===== config.mk =====
export PLATFORM = sky130hd
export DESIGN_NAME = hazard_ctrl_flat
export DESIGN_NICKNAME = d
export VERILOG_FILES = /design/src/rtl/hazard_ctrl_if.sv /design/src/rtl/hazard_ctrl.sv /design/src/flat_wrapper.sv
export SDC_FILE = /design/constraint.sdc
export NUM_CORES = 1
export LEC_CHECK = 0
export ABC_AREA = 1
export CELL_PAD_IN_SITES_DETAIL_PLACEMENT = 0
export CELL_PAD_IN_SITES_GLOBAL_PLACEMENT = 1
export CORE_ASPECT_RATIO = 0.8
export CORE_UTILIZATION = 25
export DETAILED_ROUTE_END_ITERATION = 10
export GPL_ROUTABILITY_DRIVEN = 0
export GPL_TIMING_DRIVEN = 0
export PLACE_DENSITY = 0.82
export SYNTH_ARGS = -nofsm -noshare
export SYNTH_HDL_FRONTEND = slang
export SYNTH_SLANG_ARGS = --single-unit

===== constraint.sdc =====
create_clock -name clk -period 1.49 [get_ports clk]
set_clock_uncertainty 0.1 [all_clocks]
set_input_delay 0.298 -clock clk [delete_from_list [all_inputs] [get_ports clk]]
set_output_delay 0.298 -clock clk [all_outputs]
set_load 0.01 [all_outputs]

===== src/rtl/hazard_ctrl_if.sv =====
// Bundle of the hazard sequencer's pipeline-facing signals.
// Latency: none (wires only).
// Backpressure: carries the stall/flush controls that back-pressure the pipeline.
//
// Modports:
//   master - hazard_ctrl side: samples hazard sources, drives stall/flush/status.
//   slave  - pipeline side: drives hazard sources, consumes stall/flush/status.
interface hazard_ctrl_if;
    // hazard sources
    logic [4:0] id_rs1_addr_i;
    logic [4:0] id_rs2_addr_i;
    logic       id_rs1_re_i;
    logic       id_rs2_re_i;
    logic [4:0] exe_rdaddr_i;
    logic       exe_rdwe_i;
    logic       exe_memrd_i;
    logic       exe_md_start_i;
    logic       md_done_i;
    logic       exe_jump_i;
    logic       trap_i;
    logic       mem_busy_i;
    // pipeline controls and status
    logic       stall_pc_o;
    logic       stall_ifid_o;
    logic       stall_idexe_o;
    logic       stall_exemem_o;
    logic       flush_ifid_o;
    logic       flush_idexe_o;
    logic       flush_exemem_o;
    logic       flush_memwb_o;
    logic       md_timeout_o;
    logic [1:0] state_o;

    modport master (
        input  id_rs1_addr_i, id_rs2_addr_i, id_rs1_re_i, id_rs2_re_i,
               exe_rdaddr_i, exe_rdwe_i, exe_memrd_i, exe_md_start_i,
               md_done_i, exe_jump_i, trap_i, mem_busy_i,
        output stall_pc_o, stall_ifid_o, stall_idexe_o, stall_exemem_o,
               flush_ifid_o, flush_idexe_o, flush_exemem_o, flush_memwb_o,
               md_timeout_o, state_o
    );

    modport slave (
        output id_rs1_addr_i, id_rs2_addr_i, id_rs1_re_i, id_rs2_re_i,
               exe_rdaddr_i, exe_rdwe_i, exe_memrd_i, exe_md_start_i,
               md_done_i, exe_jump_i, trap_i, mem_busy_i,
        input  stall_pc_o, stall_ifid_o, stall_idexe_o, stall_exemem_o,
               flush_ifid_o, flush_idexe_o, flush_exemem_o, flush_memwb_o,
               md_timeout_o, state_o
    );
endinterface


===== src/rtl/hazard_ctrl.sv =====
// Pipeline hazard sequencer for the 5-stage RV32IM core: per-stage stall/flush and PC hold.
// Latency: controls are combinational from registered state + current inputs; state updates on posedge clk.
// Backpressure: trap > data-bus wait > MUL/DIV wait > jump > load-use; stalls hold stages, flushes insert bubbles.
//
// Ports:
//   clk, rst  - core clock, synchronous active-high reset (forces all outputs to 0)
//   hz        - hazard_ctrl_if.master: hazard sources in, stall/flush/timeout/state out
//   perf_*_o  - 32-bit cycle counters per top-priority stall cause (only with HAZARD_PERF_EN)
// Optional feature macro: HAZARD_PERF_EN
module hazard_ctrl #(
    parameter int unsigned MD_TIMEOUT = 64   // 2..255 cycles in MD_WAIT before abort
) (
    input  logic          clk,
    input  logic          rst,
    hazard_ctrl_if.master hz
`ifdef HAZARD_PERF_EN
    ,
    output logic [31:0]   perf_lu_cnt_o,
    output logic [31:0]   perf_md_cnt_o,
    output logic [31:0]   perf_bus_cnt_o
`endif
);

    typedef enum logic [1:0] {
        ST_RUN      = 2'd0,
        ST_MD_WAIT  = 2'd1,
        ST_BUS_WAIT = 2'd2
    } state_t;

    localparam logic [7:0] MD_CNT_LAST = 8'(MD_TIMEOUT - 1);

    state_t     state_q, state_d;
    logic [7:0] md_cnt_q, md_cnt_d;
    logic       jmp_pend_q, jmp_pend_d;

    logic lu;        // load-use hazard between EXE load and ID consumer
    logic md_act;    // MUL/DIV in flight and not finishing this cycle
    logic md_tmo;    // last allowed MD_WAIT cycle
    logic jump_eff;  // jump present now or deferred from an earlier stall

    logic s_pc, s_ifid, s_idexe, s_exemem;
    logic f_ifid, f_idexe, f_exemem, f_memwb;
    logic tmo;

    assign lu = hz.exe_memrd_i & hz.exe_rdwe_i & (hz.exe_rdaddr_i != 5'd0) &
                ((hz.id_rs1_re_i & (hz.id_rs1_addr_i == hz.exe_rdaddr_i)) |
                 (hz.id_rs2_re_i & (hz.id_rs2_addr_i == hz.exe_rdaddr_i)));

    // A start seen outside MD_WAIT (RUN, or BUS_WAIT once the bus has released)
    // begins a wait; a done in the same cycle means a single-cycle op, no stall.
    assign md_act   = ~hz.md_done_i & ((state_q == ST_MD_WAIT) | hz.exe_md_start_i);
    assign md_tmo   = (state_q == ST_MD_WAIT) & (md_cnt_q == MD_CNT_LAST);
    assign jump_eff = hz.exe_jump_i | jmp_pend_q;

    always_comb begin
        s_pc       = 1'b0;
        s_ifid     = 1'b0;
        s_idexe    = 1'b0;
        s_exemem   = 1'b0;
        f_ifid     = 1'b0;
        f_idexe    = 1'b0;
        f_exemem   = 1'b0;
        f_memwb    = 1'b0;
        tmo        = 1'b0;
        state_d    = ST_RUN;
        md_cnt_d   = 8'd0;
        jmp_pend_d = jmp_pend_q;

        if (hz.trap_i) begin
            // Trap squashes everything younger than MEM, including a pending jump.
            f_ifid     = 1'b1;
            f_idexe    = 1'b1;
            f_exemem   = 1'b1;
            jmp_pend_d = 1'b0;
        end else if (hz.mem_busy_i) begin
            s_pc       = 1'b1;
            s_ifid     = 1'b1;
            s_idexe    = 1'b1;
            s_exemem   = 1'b1;
            f_memwb    = 1'b1;
            state_d    = ST_BUS_WAIT;
            jmp_pend_d = jmp_pend_q | hz.exe_jump_i;
        end else if (md_act) begin
            s_pc       = 1'b1;
            s_ifid     = 1'b1;
            s_idexe    = 1'b1;
            f_exemem   = 1'b1;
            jmp_pend_d = jmp_pend_q | hz.exe_jump_i;
            if (md_tmo) begin
                tmo     = 1'b1;
                state_d = ST_RUN;
            end else begin
                state_d  = ST_MD_WAIT;
                // count restarts at 0 on the first MD_WAIT cycle
                md_cnt_d = (state_q == ST_MD_WAIT) ? md_cnt_q + 8'd1 : 8'd0;
            end
        end else if (jump_eff) begin
            f_ifid     = 1'b1;
            f_idexe    = 1'b1;
            jmp_pend_d = 1'b0;
        end else if (lu) begin
            s_pc    = 1'b1;
            s_ifid  = 1'b1;
            f_idexe = 1'b1;
        end
    end

    // Reset forces every output low; a flush wins over a stall on the same stage.
    assign hz.stall_pc_o     = ~rst & s_pc;
    assign hz.stall_ifid_o   = ~rst & s_ifid   & ~f_ifid;
    assign hz.stall_idexe_o  = ~rst & s_idexe  & ~f_idexe;
    assign hz.stall_exemem_o = ~rst & s_exemem & ~f_exemem;
    assign hz.flush_ifid_o   = ~rst & f_ifid;
    assign hz.flush_idexe_o  = ~rst & f_idexe;
    assign hz.flush_exemem_o = ~rst & f_exemem;
    assign hz.flush_memwb_o  = ~rst & f_memwb;
    assign hz.md_timeout_o   = ~rst & tmo;
    assign hz.state_o        = rst ? 2'd0 : state_q;

    always_ff @(posedge clk) begin
        if (rst) begin
            state_q    <= ST_RUN;
            md_cnt_q   <= 8'd0;
            jmp_pend_q <= 1'b0;
        end else begin
            state_q    <= state_d;
            md_cnt_q   <= md_cnt_d;
            jmp_pend_q <= jmp_pend_d;
        end
    end

`ifdef HAZARD_PERF_EN
    // Only the highest-priority active cause is charged for a cycle.
    always_ff @(posedge clk) begin
        if (rst) begin
            perf_lu_cnt_o  <= 32'd0;
            perf_md_cnt_o  <= 32'd0;
            perf_bus_cnt_o <= 32'd0;
        end else begin
            if (~hz.trap_i & hz.mem_busy_i)
                perf_bus_cnt_o <= perf_bus_cnt_o + 32'd1;
            if (~hz.trap_i & ~hz.mem_busy_i & md_act)
                perf_md_cnt_o <= perf_md_cnt_o + 32'd1;
            if (~hz.trap_i & ~hz.mem_busy_i & ~md_act & ~jump_eff & lu)
                perf_lu_cnt_o <= perf_lu_cnt_o + 32'd1;
        end
    end
`endif

endmodule


===== src/flat_wrapper.sv =====
// flat-port wrapper written by rule: the top's interface ports become plain ports
module hazard_ctrl_flat 
#(
    parameter int unsigned MD_TIMEOUT = 64                                           
)
  (clk, rst, hz_id_rs1_addr_i, hz_id_rs2_addr_i, hz_id_rs1_re_i, hz_id_rs2_re_i, hz_exe_rdaddr_i, hz_exe_rdwe_i, hz_exe_memrd_i, hz_exe_md_start_i, hz_md_done_i, hz_exe_jump_i, hz_trap_i, hz_mem_busy_i, hz_stall_pc_o, hz_stall_ifid_o, hz_stall_idexe_o, hz_stall_exemem_o, hz_flush_ifid_o, hz_flush_idexe_o, hz_flush_exemem_o, hz_flush_memwb_o, hz_md_timeout_o, hz_state_o);
  hazard_ctrl_if hz_i ();
  input  logic clk;
  input  logic rst;
  input wire logic [$bits(hz_i.id_rs1_addr_i)-1:0] hz_id_rs1_addr_i;
  input wire logic [$bits(hz_i.id_rs2_addr_i)-1:0] hz_id_rs2_addr_i;
  input wire logic [$bits(hz_i.id_rs1_re_i)-1:0] hz_id_rs1_re_i;
  input wire logic [$bits(hz_i.id_rs2_re_i)-1:0] hz_id_rs2_re_i;
  input wire logic [$bits(hz_i.exe_rdaddr_i)-1:0] hz_exe_rdaddr_i;
  input wire logic [$bits(hz_i.exe_rdwe_i)-1:0] hz_exe_rdwe_i;
  input wire logic [$bits(hz_i.exe_memrd_i)-1:0] hz_exe_memrd_i;
  input wire logic [$bits(hz_i.exe_md_start_i)-1:0] hz_exe_md_start_i;
  input wire logic [$bits(hz_i.md_done_i)-1:0] hz_md_done_i;
  input wire logic [$bits(hz_i.exe_jump_i)-1:0] hz_exe_jump_i;
  input wire logic [$bits(hz_i.trap_i)-1:0] hz_trap_i;
  input wire logic [$bits(hz_i.mem_busy_i)-1:0] hz_mem_busy_i;
  output wire logic [$bits(hz_i.stall_pc_o)-1:0] hz_stall_pc_o;
  output wire logic [$bits(hz_i.stall_ifid_o)-1:0] hz_stall_ifid_o;
  output wire logic [$bits(hz_i.stall_idexe_o)-1:0] hz_stall_idexe_o;
  output wire logic [$bits(hz_i.stall_exemem_o)-1:0] hz_stall_exemem_o;
  output wire logic [$bits(hz_i.flush_ifid_o)-1:0] hz_flush_ifid_o;
  output wire logic [$bits(hz_i.flush_idexe_o)-1:0] hz_flush_idexe_o;
  output wire logic [$bits(hz_i.flush_exemem_o)-1:0] hz_flush_exemem_o;
  output wire logic [$bits(hz_i.flush_memwb_o)-1:0] hz_flush_memwb_o;
  output wire logic [$bits(hz_i.md_timeout_o)-1:0] hz_md_timeout_o;
  output wire logic [$bits(hz_i.state_o)-1:0] hz_state_o;
  assign hz_i.id_rs1_addr_i = hz_id_rs1_addr_i;
  assign hz_i.id_rs2_addr_i = hz_id_rs2_addr_i;
  assign hz_i.id_rs1_re_i = hz_id_rs1_re_i;
  assign hz_i.id_rs2_re_i = hz_id_rs2_re_i;
  assign hz_i.exe_rdaddr_i = hz_exe_rdaddr_i;
  assign hz_i.exe_rdwe_i = hz_exe_rdwe_i;
  assign hz_i.exe_memrd_i = hz_exe_memrd_i;
  assign hz_i.exe_md_start_i = hz_exe_md_start_i;
  assign hz_i.md_done_i = hz_md_done_i;
  assign hz_i.exe_jump_i = hz_exe_jump_i;
  assign hz_i.trap_i = hz_trap_i;
  assign hz_i.mem_busy_i = hz_mem_busy_i;
  assign hz_stall_pc_o = hz_i.stall_pc_o;
  assign hz_stall_ifid_o = hz_i.stall_ifid_o;
  assign hz_stall_idexe_o = hz_i.stall_idexe_o;
  assign hz_stall_exemem_o = hz_i.stall_exemem_o;
  assign hz_flush_ifid_o = hz_i.flush_ifid_o;
  assign hz_flush_idexe_o = hz_i.flush_idexe_o;
  assign hz_flush_exemem_o = hz_i.flush_exemem_o;
  assign hz_flush_memwb_o = hz_i.flush_memwb_o;
  assign hz_md_timeout_o = hz_i.md_timeout_o;
  assign hz_state_o = hz_i.state_o;
  hazard_ctrl #(.MD_TIMEOUT(MD_TIMEOUT)) u_core (.clk(clk), .rst(rst), .hz(hz_i));
endmodule

==> run summary <==
DR DRC count = 0
GRT overflow = 0
Area leader, netlist = dfxtp_1
Number of synthesized register bits = 11
Die Span Y = 51.8 um
Clock Path Buffers = 2
Crit path capture type = output port
Yosys cell types = 18
Fmax achieved = 575 MHz
RSZ-0062 raised after global routing = true
PD cells = 591 nW/um^2
Final Max Tran Viols = 0
Via count = 924
Leak = 0.654 nW
DR pass1 iterations = 4
Worst VDD drop = 248 uV
Worst Max-Slew Pin Slew = 0.230 ns
CTS tree = done
Total wire length = 2240 um
Highest routed layer = met4
First-pass GRT wire length = 3530 um
Most used flip-flop cell after synthesis = dfxtp_1
Commonest cells in the netlist = nand2_1, nor2_1, inv_1
Fin. Hold Viols = 0
Register area share after synthesis = 28.4%
WL per Instance = 10.1 um
Clock latency at the later pin of the worst-skew pair = 0.23 ns
Largest incremental delay on the critical path = 0.31 ns
Clock slew at reported path FFs = 0.05 ns
Initial antenna violation count = 0
Die Area = 3330 sq um
Max Cap Viol = 0
Slowest CP cell = dfxtp_2
Crit path max fanout = 3
Post-Syn Area = 774 sq um
Crit Path Class = reg2out
Fin nets = 213
Syn nets = 160
Top post-synthesis cells by area = dfxtp_1, nand2_1, nor2_1, inv_1, nand3_1
Antenna Cells = 0
Via density = 4.14
Met3 wire length = 92 um
Hold Buf Count CTS = 0
Inst Count DP = 207
Setup WS post-layout = -0.249 ns
Synth Area per Inst = 5.82 sq um
Startpoint types = flop
CP arrival = 1.34 ns
Row Count = 17
H-tree depth = 1
Number of global-route vias before repair = 883
Port buffer count = 36
DRT met1 WL = 1080 um
Top-count cell post-synth = nand2_1
Initial core utilization = 27.2%
Num CTS Buffers = 3
Delay-heaviest family, CP = buffers and inverters
Share of the synthesized area in the top cell type = 28.4%
All-Layer GR Usage = 13.6%
Yosys warns = 0
Layout cells sized above 1 = 34.6%
Mapped Cells = 133
Outcome = finished with violations
Largest net degree at the start of global routing = 9
CTS root buffer = clkbuf_8
HPWL after detailed placement = 1580 um
Crit path time final = 1.74 ns
# IOs = 37
DRT iter0 DRCs = 19
Finished Layout Cells = 223
Dpl ws = -0.994 ns
Metal2 WL = 1060 um
Synth async-reset ratio = 0%
Die W = 64.2 um
Area Overhead vs Synth = 71.1%
Relative slew margins = 84.5%
Final setup viols = 15
Placeable Area = 2850 sq um
Worst Path Required = 1.09 ns
Crit path buffers/inverters = 3
Crit-path cells = inv_2 -> nand2_4 -> a21oi_4 -> nor2_4 -> buf_4 -> a21oi_2 -> buf_2
EDFF count, synth = 0
Fin crit share = 117%
Violated checks = negative setup slack
ANT nets after route = 0
Filler cells = 325
Clk sinks = 11
HP Class = reg2reg
report_power, final:
part | internal, mW | total [mW] | switching, mW
Clock | 0.188 | 0.296 | 0.108
Sequential | 0.296 | 0.298 | 0.00148
Combinational | 0.0912 | 0.189 | 0.0981
metrics by stage:
| stage | cell area, sq um | power [mW] | util [%] | TNS (ns) | hold slack, ns |
|---|---|---|---|---|---|
| global route | 1330 | 0.835 | 46.5 | -3.51 | 0.376 |
| floorplan | 779 | 0.379 | - | 0 | 0.318 |
| detailed placement | 1190 | 0.493 | 41.7 | -12.23 | 0.351 |
| finish | 1330 | 0.782 | 46.5 | -2.05 | 0.352 |
| CTS | 1240 | 0.778 | 43.5 | -1.74 | 0.323 |
| global placement | 1190 | 0.491 | 41.7 | -11.70 | 0.329 |
registers in the layout (all words and copies together), names as in the netlist:
name,cells
u_core.jmp_pend_q,1
u_core.state_q,2
u_core.md_cnt_q,8
path summary, 6_finish.rpt:
check	from	to	slack, ns	cells after the start
max	u_core.state_q[1]	hz_stall_pc_o	-0.25	7
max reg2reg	u_core.state_q[1]	u_core.md_cnt_q[3]	-0.10	9
min	u_core.md_cnt_q[0]	u_core.md_cnt_q[0]	0.35	1
min reg2reg	u_core.md_cnt_q[0]	u_core.md_cnt_q[0]	0.35	1
per-layer routing:
metal,vias to the layer above,track usage (%)
met1,405,16.9
met5,-,0
met2,17,23.8
met3,2,1.75
met4,0,6.30
li1,500,-
cell type report:
class | count | area, sq um | area share, %
clock buffer | 4 | 45.0 | 3.40
inverter | 27 | 101 | 7.65
multi-input combinational | 95 | 541 | 40.8
sequential | 11 | 226 | 17.1
tap | 38 | 47.5 | 3.59
timing repair buffer | 48 | 364 | 27.5
placed cells by master, fill, tap and decap left out, types with 2 or more instances in the layout:
cell type	instances
a21oi_2	2
xor2_1	2
inv_2	9
nand2_1	33
inv_1	18
nor2_4	4
buf_4	11
clkbuf_2	5
buf_6	2
xnor2_1	4
nand2_2	4
dfxtp_2	2
nor3_1	3
nor2_2	5
dfxtp_1	8
buf_2	9
nand3_1	5
clkbuf_8	3
nor2_1	23
dlygate4sd2_1	17
clkdlybuf4s50_1	3
what timing repair did:
item | 4_1_cts | 5_1_grt
buffers inserted | 5 | 7
resized for setup | 86 | 24
pin swaps | 19 | 7
setup endpoints to repair | 20 | 16
cells by family after synthesis:
family	after synthesis	share of synthesized area, %
AND/OR/NAND/NOR	82	44.1
XOR/XNOR	6	6.79
AO/OA/AOI/OAI	6	5.98
flip-flops	11	28.4
buffers and inverters	27	13.1
adder cells (fa/ha/maj)	1	1.62
No activity file was read; power rests on OpenSTA's default activity.
